$ cat config.mk
export PLATFORM = sky130hd
export DESIGN_NAME = genius_round_sequencer
export DESIGN_NICKNAME = d
export VERILOG_FILES = /design/src/rtl/genius_round_sequencer_pkg.sv /design/src/rtl/genius_round_sequencer_lfsr.sv /design/src/rtl/genius_round_sequencer.sv
export SDC_FILE = /design/constraint.sdc
export NUM_CORES = 1
export LEC_CHECK = 0
export BUFFER_PORTS_ARGS = -buffer_cell sky130_fd_sc_hd__buf_2
export CORE_AREA = 3 3 98 100
export DETAILED_ROUTE_END_ITERATION = 16
export DIE_AREA = 0 0 101 103
export PLACE_DENSITY = 0.83
export REMOVE_ABC_BUFFERS = 1
export SYNTH_ARGS = -nofsm -noshare
export SYNTH_HDL_FRONTEND = slang
export SYNTH_SLANG_ARGS = --single-unit
$ cat constraint.sdc
create_clock -name clk -period 6.7 [get_ports clk]
set_input_delay 2.01 -clock clk [delete_from_list [all_inputs] [get_ports clk]]
set_output_delay 2.01 -clock clk [all_outputs]
set_load 0.01 [all_outputs]
$ cat src/rtl/genius_round_sequencer_pkg.sv
// Shared types and helpers for the Genius (Simon) round sequencer.
// Latency: n/a (types, constants and pure functions only).
// Backpressure: n/a.
package genius_round_sequencer_pkg;

    // Colour codes carried on in_color and stored in the sequence array.
    typedef enum logic [1:0] {
        C_GREEN  = 2'd0,
        C_RED    = 2'd1,
        C_YELLOW = 2'd2,
        C_BLUE   = 2'd3
    } colour_e;

    typedef enum logic [2:0] {
        S_IDLE     = 3'd0,
        S_ADD      = 3'd1,
        S_SHOW_ON  = 3'd2,
        S_SHOW_OFF = 3'd3,
        S_WAIT_IN  = 3'd4,
        S_WIN      = 3'd5,
        S_LOSE     = 3'd6
    } state_e;

    // x^16 + x^14 + x^13 + x^11 + 1 -> feedback from bits 15, 13, 12, 10.
    localparam logic [15:0] LFSR_TAPS     = 16'hB400;
    localparam logic [15:0] LFSR_SEED_DEF = 16'hACE1;

    function automatic logic [3:0] onehot(input logic [1:0] c);
        return 4'b0001 << c;
    endfunction

    function automatic int unsigned max3(input int unsigned a,
                                         input int unsigned b,
                                         input int unsigned c);
        int unsigned m;
        m = (a > b) ? a : b;
        return (m > c) ? m : c;
    endfunction

endpackage

$ cat src/rtl/genius_round_sequencer_lfsr.sv
// 16-bit Fibonacci LFSR supplying two random bits per cycle for new sequence colours.
// Latency: bits_o reflects the register; it advances one step per enabled cycle.
// Backpressure: none; free-running while en_i is high.
// Ports: clk clock; rst async active-low reset (loads SEED); en_i shift enable;
//        bits_o low two bits of the shift register.
module genius_round_sequencer_lfsr
    import genius_round_sequencer_pkg::*;
#(
    parameter logic [15:0] SEED = LFSR_SEED_DEF
) (
    input  logic       clk,
    input  logic       rst,
    input  logic       en_i,
    output logic [1:0] bits_o
);

    logic [15:0] lfsr_q;
    logic [15:0] lfsr_d;

    always_comb begin
        lfsr_d = lfsr_q;
        if (en_i) begin
            lfsr_d = {lfsr_q[14:0], ^(lfsr_q & LFSR_TAPS)};
        end
    end

    always_ff @(posedge clk or negedge rst) begin
        if (!rst) begin
            lfsr_q <= SEED;
        end else begin
            lfsr_q <= lfsr_d;
        end
    end

    assign bits_o = lfsr_q[1:0];

endmodule

$ cat src/rtl/genius_round_sequencer.sv
// Runs one Genius game: grows a random colour sequence, plays it on the lamps, judges presses.
// Latency: all outputs registered; a press is judged on the edge that samples in_rdy.
// Backpressure: none; in_rdy strobes outside WAIT_IN and start while busy are dropped.
// Ports: clk clock; rst async active-low reset; start new-game pulse; in_rdy/in_color player
//        press strobe and colour; led one-hot lamp; level current sequence length;
//        busy game in progress; win/lose held game result until the next start.
module genius_round_sequencer
    import genius_round_sequencer_pkg::*;
#(
    parameter int unsigned MAX_LEN     = 16,
    parameter int unsigned SHOW_CYC    = 25000000,
    parameter int unsigned GAP_CYC     = 12500000,
    parameter int unsigned TIMEOUT_CYC = 250000000,
    parameter logic [15:0] LFSR_SEED   = LFSR_SEED_DEF
) (
    input  logic                             clk,
    input  logic                             rst,
    input  logic                             start,
    input  logic                             in_rdy,
    input  logic [1:0]                       in_color,
    output logic [3:0]                       led,
    output logic [$clog2(MAX_LEN+1)-1:0]     level,
    output logic                             busy,
    output logic                             win,
    output logic                             lose
);

    localparam int unsigned LW = $clog2(MAX_LEN + 1);
    localparam int unsigned IW = $clog2(MAX_LEN);
    localparam int unsigned TW = $clog2(max3(SHOW_CYC, GAP_CYC, TIMEOUT_CYC));

    localparam logic [TW-1:0] T_SHOW    = TW'(SHOW_CYC - 1);
    localparam logic [TW-1:0] T_GAP     = TW'(GAP_CYC - 1);
    localparam logic [TW-1:0] T_TIMEOUT = TW'(TIMEOUT_CYC - 1);
    localparam logic [LW-1:0] LEN_MAX   = LW'(MAX_LEN);
    localparam logic [LW-1:0] ONE       = LW'(1);

    state_e          state_q, state_d;
    logic [LW-1:0]   len_q, len_d;
    logic [LW-1:0]   idx_q, idx_d;
    logic [TW-1:0]   timer_q, timer_d;
    logic [3:0]      led_q, led_d;
    logic            busy_q, busy_d;
    logic            win_q, win_d;
    logic            lose_q, lose_d;

    logic [1:0]      seq_q [MAX_LEN];
    logic            seq_we;
    logic [1:0]      rnd;

    logic [LW-1:0]   last_idx;
    logic [LW-1:0]   idx_nxt;
    logic [TW-1:0]   timer_dec;
    logic            timer_zero;

    genius_round_sequencer_lfsr #(
        .SEED   (LFSR_SEED)
    ) u_lfsr (
        .clk    (clk),
        .rst    (rst),
        .en_i   (1'b1),
        .bits_o (rnd)
    );

    assign last_idx   = len_q - ONE;
    assign idx_nxt    = idx_q + ONE;
    assign timer_zero = (timer_q == '0);
    // Saturating count-down: the counter never wraps past zero.
    assign timer_dec  = timer_zero ? timer_q : timer_q - TW'(1);

    always_comb begin
        state_d = state_q;
        len_d   = len_q;
        idx_d   = idx_q;
        timer_d = timer_q;
        led_d   = led_q;
        win_d   = win_q;
        lose_d  = lose_q;
        seq_we  = 1'b0;

        case (state_q)
            S_IDLE, S_WIN, S_LOSE: begin
                if (start) begin
                    state_d = S_ADD;
                    len_d   = '0;
                    idx_d   = '0;
                    win_d   = 1'b0;
                    lose_d  = 1'b0;
                    led_d   = 4'b0000;
                end
            end

            S_ADD: begin
                seq_we  = 1'b1;
                len_d   = len_q + ONE;
                idx_d   = '0;
                timer_d = T_SHOW;
                state_d = S_SHOW_ON;
                // Playback starts at seq[0]; on the first round that entry is the one
                // being written on this very edge, so bypass the array.
                led_d   = onehot((len_q == '0) ? rnd : seq_q[0]);
            end

            S_SHOW_ON: begin
                if (timer_zero) begin
                    state_d = S_SHOW_OFF;
                    timer_d = T_GAP;
                    led_d   = 4'b0000;
                end else begin
                    timer_d = timer_dec;
                end
            end

            S_SHOW_OFF: begin
                led_d = 4'b0000;
                if (timer_zero) begin
                    if (idx_q == last_idx) begin
                        idx_d   = '0;
                        timer_d = T_TIMEOUT;
                        state_d = S_WAIT_IN;
                    end else begin
                        idx_d   = idx_nxt;
                        timer_d = T_SHOW;
                        led_d   = onehot(seq_q[idx_nxt[IW-1:0]]);
                        state_d = S_SHOW_ON;
                    end
                end else begin
                    timer_d = timer_dec;
                end
            end

            S_WAIT_IN: begin
                led_d = 4'b0000;
                // A press landing on the expiry cycle still counts.
                if (in_rdy) begin
                    if (in_color == seq_q[idx_q[IW-1:0]]) begin
                        if (idx_q == last_idx) begin
                            if (len_q == LEN_MAX) begin
                                state_d = S_WIN;
                                win_d   = 1'b1;
                            end else begin
                                state_d = S_ADD;
                            end
                        end else begin
                            idx_d   = idx_nxt;
                            timer_d = T_TIMEOUT;
                        end
                    end else begin
                        state_d = S_LOSE;
                        lose_d  = 1'b1;
                    end
                end else if (timer_zero) begin
                    state_d = S_LOSE;
                    lose_d  = 1'b1;
                end else begin
                    timer_d = timer_dec;
                end
            end

            default: begin
                state_d = S_IDLE;
                led_d   = 4'b0000;
            end
        endcase

        busy_d = !(state_d inside {S_IDLE, S_WIN, S_LOSE});
    end

    always_ff @(posedge clk or negedge rst) begin
        if (!rst) begin
            state_q <= S_IDLE;
            len_q   <= '0;
            idx_q   <= '0;
            timer_q <= '0;
            led_q   <= 4'b0000;
            busy_q  <= 1'b0;
            win_q   <= 1'b0;
            lose_q  <= 1'b0;
        end else begin
            state_q <= state_d;
            len_q   <= len_d;
            idx_q   <= idx_d;
            timer_q <= timer_d;
            led_q   <= led_d;
            busy_q  <= busy_d;
            win_q   <= win_d;
            lose_q  <= lose_d;
        end
    end

    // Sequence storage is deliberately not reset: each round overwrites its slot
    // before it is ever played or judged.
    always_ff @(posedge clk) begin
        if (seq_we) begin
            seq_q[len_q[IW-1:0]] <= rnd;
        end
    end

    assign led   = led_q;
    assign level = len_q;
    assign busy  = busy_q;
    assign win   = win_q;
    assign lose  = lose_q;

endmodule

Yosys cells after proc, flatten, opt, wreduce, memory -nomap -nowiden
Memory sizes are Yosys's and may differ from the RTL's. Cells that the tools add are included.

Memories: 1. RAM bits: 32. Output and inout port bits: 12. Input bits: 6. Bits in registers: 64. Bits in read-only memories: 0. Bits in latches: 0.

Add/sub/neg operators: 4. Reduce and logical (&&, ||, !) cells: 18. Shift operators: 2. Magnitude comparators: 0. Equal/unequal tests: 24. Div/mod/pow operators: 0. $mul: 0. Bitwise logic cells: 0. Mux-type cells: 45.

Memories: seq_q (depth 16, width 2, rd ports 3, clocked after memory_dff 0, write ports 1, line genius_round_sequencer.sv:47) `logic [1:0] seq_q [MAX_LEN];`.

Operators by type and width (number): 2-to-1 mux 28 bit (7); case mux 28 bit (4 select lines) (1); 2-to-1 mux 5 bit (6); zero test 28 bit (1); subtractor 28 x 1 -> 28 bit (second input constant) (1); 2-to-1 mux 3 bit (9); case mux 5 bit (4 select lines) (1); 2-to-1 mux 4 bit (4); inequality test 2 bit (second input constant) (8); case mux 4 bit (4 select lines) (1); XOR reduction 16 bit (1); equality test 3 bit (second input constant) (5); inequality test 3 bit (second input constant) (5); case mux 3 bit (5 select lines) (1); AND reduction 6 bit (2); 2-to-1 mux 1 bit (11); adder 5 x 1 -> 5 bit (second input constant) (2); case mux 5 bit (2 select lines) (1); AND reduction 4 bit (2); nonzero test 4 bit (2); << shifter 1 x 2 -> 4 bit (first input constant) (2); equality test 3 x 2 -> 1 bit (second input constant) (2); zero test 3 bit (2); equality test 5 bit (1); other kinds (12) (15).

Depth between registers and ports, before layout
Gate-level depths: netlist (run 1).

Depth in word-level cells: 9. Gate-level depth with buffers: 12. Gate-level depth less buffers: 10.

By module
A second synthesis (run 1) with hierarchy kept.

Cell total of the unflattened synthesis: 524. Area total of the unflattened synthesis: 5500.3 um^2.

Modules (own cells, without submodules): genius_round_sequencer (sequential area each 2162.1 um^2, area an instance 4809.6 um^2, cells an instance 484, instances 1); genius_round_sequencer_lfsr (sequential area each 410.4 um^2, area an instance 690.7 um^2, cells an instance 40, instances 1).

Worst setup path after synthesis (run 1)
No wires, ideal clock.

Kind: input to register. Start: input port start. End: register idx_q[0]. Path buffers: 1. Slack: 3.329 ns. Data arrival time: 3.246 ns. Stages: 8. Cells stage by stage: clkbuf_1 > nand2b_1 > nand2_1 > a21oi_1 > a31oi_1 > o31a_1 > a21o_1 > mux2_2.

Word-level cells in the longest chain between the ends: 2.

Ends and longest elaborated chain: start, declared (line genius_round_sequencer.sv:18) `input logic start,`; inequality test 2 bit (no line); AND reduction 6 bit (no line); end signal, assigned (line genius_round_sequencer.sv:182) `idx_q <= idx_d;`; end, declared (line genius_round_sequencer.sv:40) `logic [LW-1:0] idx_q, idx_d;`.

Every way passes these cells. A chain may end at the register's enable or synchronous reset.

Worst setup path in the final report (run 1)
Start: input port in_color[0]. End: register timer_q[8].

Word-level cells in the longest chain between the ends: 3.

Ends and longest elaborated chain: start, declared (line genius_round_sequencer.sv:20) `input logic [1:0] in_color,`; equality test 2 bit (line genius_round_sequencer.sv:136) `if (in_color == seq_q[idx_q[IW-1:0]]) begin`; inequality test 3 bit (no line); AND reduction 4 bit (no line); end signal, assigned (line genius_round_sequencer.sv:183) `timer_q <= timer_d;`; end, declared (line genius_round_sequencer.sv:41) `logic [TW-1:0] timer_q, timer_d;`.

Every way passes these cells.

==> results of run 1 <==
critical path: stages:
cell     delay (ns)
buf_2          0.13
xor2_1         0.17
nand3_1        0.10
o21ai_1        0.15
a31oi_2        0.67
nor2_2         0.25
a32o_1         0.33
cell families (layout without fill, tap and decap cells):
logic type      Yosys count  in the layout  share of synthesized area
compound gates          129            129                      0.152
fa+ha+maj                 6              6                     0.0143
flops                    96             96                      0.491
mux                      32             32                      0.103
buf+inv                  33             44                     0.0251
xor+xnor                 22             22                     0.0368
simple gates            190            190                      0.177
flip-flops by register name (all words and copies together) (netlist names), 3 cells and up:
register	flops
u_lfsr.lfsr_q	16
idx_q	5
level	5
seq_q	32
state_q	3
timer_q	28
led	4
per-stage QoR:
step | setup slack [ns] | std cells | hold WS, ns
2_1_floorplan | 3.25 | 485 | 0.331
3_3_place_gp | 2.86 | 611 | 0.333
3_5_place_dp | 2.77 | 611 | 0.335
4_1_cts | 3.17 | 627 | 0.361
5_1_grt | 2.90 | 627 | 0.367
6_report | 3.17 | 627 | 0.360
routing by layer:
layer	wire length [um]	up-vias	part of all wire
li1	-	1892	-
met1	4970	1991	0.41
met2	5980	156	0.50
met3	773	32	0.064
met4	343	0	0.028
met5	0	-	0
power breakdown:
part / switching, uW / internal (uW)
Clock: 247 / 154
Combinational: 245 / 201
Sequential: 156 / 684
Total: 648 / 1040
worst min path at each step:
| stage | from | endpoint | slack, ns | cells after the start |
|---|---|---|---|---|
| finish | u_lfsr.lfsr_q[3]$_DFF_PN0_ | u_lfsr.lfsr_q[4]$_DFF_PN0_ | 0.36 | 0 |
| global route | u_lfsr.lfsr_q[6]$_DFF_PN1_ | u_lfsr.lfsr_q[7]$_DFF_PN1_ | 0.37 | 0 |
| CTS | u_lfsr.lfsr_q[3]$_DFF_PN0_ | u_lfsr.lfsr_q[4]$_DFF_PN0_ | 0.36 | 0 |
| detailed placement | u_lfsr.lfsr_q[3]$_DFF_PN0_ | u_lfsr.lfsr_q[4]$_DFF_PN0_ | 0.33 | 0 |
| global placement | u_lfsr.lfsr_q[2]$_DFF_PN0_ | u_lfsr.lfsr_q[3]$_DFF_PN0_ | 0.33 | 0 |
| floorplan | u_lfsr.lfsr_q[2]$_DFF_PN0_ | u_lfsr.lfsr_q[3]$_DFF_PN0_ | 0.33 | 0 |
layout by cell type (no fill, tap or decap), types with 3 or more instances in the layout:
master    count
or3_1         8
or2_2         3
ha_1          6
mux4_2       17
a21oi_1      33
xor2_1       11
nor2b_1       4
xnor2_1      11
clkbuf_8      9
buf_2        17
nand3_1      16
o22ai_1       4
inv_1        10
nand2b_1     12
nor3_1       24
o31a_1        3
nand4_1       4
nor2_1       58
o21ai_0      40
mux2_2        6
dfstp_2       8
and2_1        3
and3_1        4
nand2_1      41
nor4_1        5
o21a_1        4
a22o_1        5
a31oi_1      14
o211ai_1      3
dfrtp_1      56
mux2i_1       9
o31ai_1       4
edfxtp_1     32
cell type report:
class	count	area (um2)
Timing Repair Buffer	18	92.6
Fill cell	690	3180
Sequential cell	96	2570
Tap cell	108	135
Clock inverter	7	88.8
Inverter	10	37.5
Clock buffer	9	124
Multi-Input combinational cell	379	2530
==> flow_summary.yaml, run 1 <==
cts:
  cts_buffers: 9
  h-tree-depth: 3
  ctsResizeCount: 0
  root_buffer: "clkbuf_8"
  clk_path_buf_depth: 2
  cts_tree: "done"
  holdBufCountCts: 0
  post_cts_buffers: 0
  clkLatencyLatePin_ns: 0.38
  clk_pin_slew_ns: 0.11
  numClockSinks: 96
yosys:
  async_reset_ff_frac: 0.667
  yosysWarnings: 0
  ys_seq_elements: 96
  synthFlopType: "dfrtp_1"
  avgSynthCellArea_um2: 10.3
  synth_edf_count: 32
  synth_most_common_cell: "nor2_1"
  yosys.area.top_type: "dfrtp_1"
  synth_area_leaders: "dfrtp_1, edfxtp_1, mux4_2"
  ys_types: 54
  synth_common_cells: "nor2_1, dfrtp_1, nand2_1"
  synthCells: 508
  synth_area_um2: 5240
  yosysSeqAreaShare: 0.491
  synth_top_area_frac: 0.268
finish:
  nNetsFinal: 526
  final_util: 0.637
  drive_gt1_frac: 0.150
  fin_area_um2: 5580
  antenna_cells: 0
  syn_to_final_growth_pct: 6.62
setup_path:
  r2r_slack_ns: 3.22
  crit_path_end: "timer_q[8]$_DFFE_PN0P_"
  r2r_end: "timer_q[8]$_DFFE_PN0P_"
  cp.required_ns: 6.97
  cp-end-kind: "register"
  crit_fanout: 17
  r2r_start: "idx_q[0]$_DFFE_PN0P_"
  startpoint_type: "primary input"
  crit_type: "in -> reg"
  arrival_ns: 3.80
  startpoint: "in_color[0]"
  reg2reg_depth: 8
timing:
  fin_crit_ns: 3.53
  fin_crit_sh: 0.527
  setup-tns-final_ns: 0
  slew_headroom: 0.399
  finalHoldViolCount: 0
  maxSlewViolCount: 0
  fmax_mhz: 283
  setup_viol: 0
  rsz0062_at_grt: "false"
  tightest_slew_ns: 0.895
  skew_ns: 0.0153
floorplanning:
  start_util: 0.597
  fp.dieH_um: 103
  rows: 34
  dieWidth_um: 101
  io_pins: 18
  core_area_um2: 8760
  fp.dieArea_um2: 10400
global_route:
  grt_antenna_before_repair: 0
  grt_pass1_vias: 4089
  grt_use_met2: 0.412
  grt_use_met3: 0.0535
  overflow: 0
  grt_max_degree: 65
  grt_util_met1: 0.318
  grt_pass1_wl_um: 20100
  gr-usage-all-layers: 0.248
  busiest_layer: "met2"
power_and_ir_drop:
  total_power_uw: 1690
  leakagePower_uw: 0.00207
  power.density_nw_per_um2: 302
  ir_drop_mv: 0.184
routing:
  dr.pass1.iters: 5
  wl_per_cell_um: 19.3
  drc: 0
  routed-via-count: 4071
  drtAntennaViolNets: 0
  drt-total-wl_um: 12100
  first_iter_violations: 453
  vias_per_cell: 6.49
placement:
  placed_area_um2: 5370
  hpwl_um: 8510
  port_buffers: 17
  place_congestion: 0.958
job:
  maxCapViolations: 0
worst_hold_path:
  hold_class: "reg -> reg"
outcome:
  outcome: "finished clean"
Note: power is estimated with default switching activity, not from simulation.
==> inputs of run 2 (changes only) <==
clock period = 3.6 ns   (was 6.7 ns; I/O delays follow)
==> flow_summary.yaml, run 2 (same netlist as run 1, synthesis figures left out) <==
outcome:
  outcome: "finished clean"
finish:
  final_common_cell: "nor2_1"
  fin_area_um2: 5590
  final_cell_mix: "nor2_1, dfrtp_1, nand2_1, o21ai_0, a21oi_1"
  syn_to_final_growth_pct: 6.84
  drive_gt1_frac: 0.160
  largest_reg_flops: 32
  fillers: 723
  nNetsFinal: 532
  antenna_cells: 0
power_and_ir_drop:
  leakagePower_uw: 0.00208
  ir_drop_mv: 0.436
  power.density_nw_per_um2: 546
cts:
  h-tree-depth: 3
  clkLatencyLatePin_ns: 0.37
  numClockSinks: 96
  post_cts_buffers: 0
  holdBufCountCts: 0
  cts_tree: "done"
  clk_pin_slew_ns: 0.09
  clk_path_buf_depth: 2
  root_buffer: "clkbuf_8"
  cts_buffers: 9
  ctsResizeCount: 0
job:
  maxCapViolations: 0
setup_path:
  r2r_start: "idx_q[1]$_DFFE_PN0P_"
  reg2reg_depth: 6
  r2r_slack_ns: 0.46
  startpoint_type: "register"
  cp-end-kind: "register"
  cp.required_ns: 3.85
  crit_fanout: 12
  arrival_ns: 3.39
  crit_type: "reg -> reg"
  r2r_end: "led[3]$_DFFE_PN0P_"
global_route:
  overflow: 0
  gr-usage-all-layers: 0.244
  grt_max_degree: 39
  grt_antenna_before_repair: 0
  grt_pass1_vias: 3950
  grt_pass1_wl_um: 19700
placement:
  port_buffers: 17
  hpwl_um: 8690
  placed_area_um2: 5410
  place_congestion: 0.931
routing:
  vias_per_cell: 6.46
  drc: 0
  drtAntennaViolNets: 0
  first_iter_violations: 330
  dr.pass1.iters: 6
  wl_per_cell_um: 18.8
  routed-via-count: 4088
  drt-total-wl_um: 11900
worst_hold_path:
  hold_class: "reg -> reg"
  min_to: "u_lfsr.lfsr_q[3]$_DFF_PN0_"
  whs_path_depth: 0
  hold_start: "u_lfsr.lfsr_q[2]$_DFF_PN0_"
floorplanning:
  rows: 34
  core_area_um2: 8760
  dieWidth_um: 101
  start_util: 0.597
  fp.dieArea_um2: 10400
  fp.dieH_um: 103
  io_pins: 18
timing:
  setup-tns-final_ns: 0
  slew_headroom: 0.418
  tightest_slew_ns: 0.874
  setup_viol: 0
  skew_ns: 0.0111
  fin_crit_sh: 0.873
  rsz0062_at_grt: "false"
  fin_crit_ns: 3.14
  fmax_mhz: 318
  maxSlewViolCount: 0
  finalHoldViolCount: 0
[run 2: changes by cell type in the layout (fill, tap and decap cells not counted), sizes merged]
| cell | delta |
|---|---|
| buf | +6 |
| clkinv | -1 |
| clkinvlp | +3 |
| inv | -2 |
[run 2: power by group]
group | switching (uW) | leakage (uW) | internal, uW
combinational | 492 | 0.000989 | 387
clock | 391 | 0.0000828 | 258
sequential | 251 | 0.00101 | 1270
[run 2: cell type report]
class	count	area, um2	share of cell area
multi-input cells	379	2530	0.453
clock inverters	7	55.1	0.00984
well taps	108	135	0.0242
clock buffers	9	124	0.0221
repair buffers	24	138	0.0246
flip-flops and latches	96	2570	0.460
inverters	10	37.5	0.00671
[run 2: worst max-delay path by stage]
stage	cells after the start	from	slack, ns	endpoint
6_report	6	idx_q[1]$_DFFE_PN0P_	0.46	led[3]$_DFFE_PN0P_
5_1_grt	8	idx_q[1]$_DFFE_PN0P_	0.22	timer_q[7]$_DFFE_PN0P_
4_1_cts	6	idx_q[1]$_DFFE_PN0P_	0.46	led[3]$_DFFE_PN0P_
3_5_place_dp	6	idx_q[1]$_DFFE_PN0P_	0.48	led[3]$_DFFE_PN0P_
3_3_place_gp	6	idx_q[1]$_DFFE_PN0P_	0.58	led[3]$_DFFE_PN0P_
2_1_floorplan	8	idx_q[0]$_DFFE_PN0P_	0.75	timer_q[7]$_DFFE_PN0P_
[run 2: stage by stage]
| step | setup slack, ns | hold WS, ns | instances | power, uW | utilization |
|---|---|---|---|---|---|
| after CTS | 0.459 | 0.361 | 633 | 3060 | 0.638 |
| after detailed placement | 0.477 | 0.336 | 617 | 2420 | 0.618 |
| after global placement | 0.576 | 0.335 | 617 | 2370 | 0.618 |
| after floorplan | 0.747 | 0.331 | 485 | 2140 | - |
| final | 0.459 | 0.360 | 633 | 3050 | 0.638 |
| after global routing | 0.218 | 0.368 | 633 | 3240 | 0.638 |
[run 2: worst max-delay path, cell delays in order, from the launching register on]
cell and delay [ns]:
dfrtp_1 0.58, ha_1 0.68, mux4_2 0.57, mux2_2 0.27
o21ai_0 0.43, nor3_1 0.14, a221o_1 0.36
[run 2: layer usage]
metal  part of all wire  track usage  vias up
met2               0.49        0.415      170
met1               0.42        0.314     1978
met5                  0            0        -
met3              0.055       0.0413       38
li1                   -            -     1902
met4              0.028       0.0982        0
==> inputs of run 3 (changes only) <==
CORE_AREA = 3 3 96 98   (was 3 3 98 100)
DIE_AREA = 0 0 99 101   (was 0 0 101 103)
PLACE_DENSITY = 0.86   (was 0.83)
==> flow_summary.yaml, run 3 (same netlist as run 1, synthesis figures left out) <==
outcome:
  outcome: "finished clean"
setup_path:
  arrival_ns: 3.47
  r2r_slack_ns: 0.38
  reg2reg_depth: 8
  cp_cell_sequence: "mux4_2 > mux2i_1 > xor2_1 > nand2_1 > o21ai_1 > a31o_2 > o21ai_0 > a22o_1"
  path_buf_inv: 0
  cp.required_ns: 3.85
  r2r_start: "idx_q[1]$_DFFE_PN0P_"
  r2r_end: "timer_q[7]$_DFFE_PN0P_"
  cp_slowest_cell: "dfrtp_1"
  crit_type: "reg -> reg"
  max_stage_delay_ns: 0.70
  cp-end-kind: "register"
  startpoint_type: "register"
  crit_fanout: 29
  path_delay_family: "compound AO/OA/AOI/OAI gates"
timing:
  rsz0062_at_grt: "false"
  setup_viol: 0
  skew_ns: 0.00804
  tightest_slew_ns: 0.891
  fin_crit_sh: 0.893
  finalHoldViolCount: 0
  fmax_mhz: 311
  setup-tns-final_ns: 0
  fin_crit_ns: 3.22
  maxSlewViolCount: 0
  slew_headroom: 0.406
placement:
  place_congestion: 0.926
  port_buffers: 17
  hpwl_um: 8840
  dp_cells: 616
job:
  maxCapViolations: 0
cts:
  clk_path_buf_depth: 2
  numClockSinks: 96
  clk_pin_slew_ns: 0.09
  post_cts_buffers: 0
  ctsResizeCount: 0
  h-tree-depth: 3
  root_buffer: "clkbuf_8"
  clkLatencyLatePin_ns: 0.36
  holdBufCountCts: 0
  cts_buffers: 9
  cts_tree: "done"
worst_hold_path:
  whs_path_depth: 0
  min_to: "u_lfsr.lfsr_q[4]$_DFF_PN0_"
  hold_class: "reg -> reg"
  hold_start: "u_lfsr.lfsr_q[3]$_DFF_PN0_"
floorplanning:
  io_pins: 18
  core_area_um2: 8550
  fp.dieH_um: 101
  start_util: 0.612
  fp.dieArea_um2: 10000
  rows: 34
  dieWidth_um: 99
routing:
  vias_per_cell: 6.56
  routed-via-count: 4149
  drt-total-wl_um: 12100
  wl_per_cell_um: 19.1
  drc: 0
  dr.pass1.iters: 5
  drtAntennaViolNets: 0
  first_iter_violations: 425
power_and_ir_drop:
  leakagePower_uw: 0.00208
  power.density_nw_per_um2: 555
  ir_drop_mv: 0.404
finish:
  antenna_cells: 0
  final_cell_mix: "nor2_1, dfrtp_1, nand2_1, o21ai_0, a21oi_1"
  final_common_cell: "nor2_1"
  syn_to_final_growth_pct: 7.00
  nNetsFinal: 531
  final_cells: 632
  largest_reg_flops: 32
  drive_gt1_frac: 0.156
global_route:
  grt_max_degree: 39
  overflow: 0
  grt_pass1_vias: 4192
  grt_antenna_before_repair: 0
  grt_pass1_wl_um: 20500
  gr-usage-all-layers: 0.260
[run 3: per-layer routing]
layer	share of wire	global-route usage	wire length [um]	vias up
met4	0.028	0.107	343	0
met5	0	0	0	-
met3	0.065	0.0561	783	35
met2	0.51	0.443	6150	178
met1	0.40	0.323	4810	2040
li1	-	-	-	1896
[run 3: how the worst max path moves through the flow]
stage,to,depth (start not counted),start
5_1_grt,timer_q[7]$_DFFE_PN0P_,8,idx_q[1]$_DFFE_PN0P_
3_5_place_dp,timer_q[7]$_DFFE_PN0P_,8,idx_q[1]$_DFFE_PN0P_
6_report,timer_q[7]$_DFFE_PN0P_,8,idx_q[1]$_DFFE_PN0P_
2_1_floorplan,timer_q[7]$_DFFE_PN0P_,8,idx_q[0]$_DFFE_PN0P_
3_3_place_gp,timer_q[7]$_DFFE_PN0P_,8,idx_q[1]$_DFFE_PN0P_
4_1_cts,timer_q[7]$_DFFE_PN0P_,8,idx_q[1]$_DFFE_PN0P_
[run 3: cell type report]
type                            count  area [um2]
Sequential cell                    96        2570
Tap cell                          108         135
Multi-Input combinational cell    379        2530
Clock inverter                      6        67.6
Fill cell                         670        2950
Inverter                           10        37.5
Timing Repair Buffer               23         130
Clock buffer                       10         128
[run 3: stage by stage]
step / worst slack, ns / util / area, um2 / hold WS, ns / power, uW
after floorplan: 0.747 / - / 5140 / 0.331 / 2140
after global placement: 0.517 / 0.632 / 5410 / 0.336 / 2360
after detailed placement: 0.427 / 0.632 / 5410 / 0.339 / 2430
after CTS: 0.424 / 0.655 / 5600 / 0.360 / 3120
after global routing: 0.122 / 0.655 / 5600 / 0.365 / 3300
final: 0.384 / 0.655 / 5600 / 0.356 / 3110
[run 3: worst register-to-register path, cell delays in order (launching register included)]
cell and delay (ns):
dfrtp_1 0.70, mux4_2 0.59, mux2i_1 0.17, xor2_1 0.16, nand2_1 0.08, o21ai_1 0.38
a31o_2 0.59, o21ai_0 0.19, a22o_1 0.26
[run 3: report_power, final]
part | switching [uW] | leakage (uW) | internal (uW)
clock | 373 | 0.0000929 | 324
combinational | 500 | 0.000985 | 387
sequential | 251 | 0.00101 | 1270
total | 1120 | 0.00208 | 1980
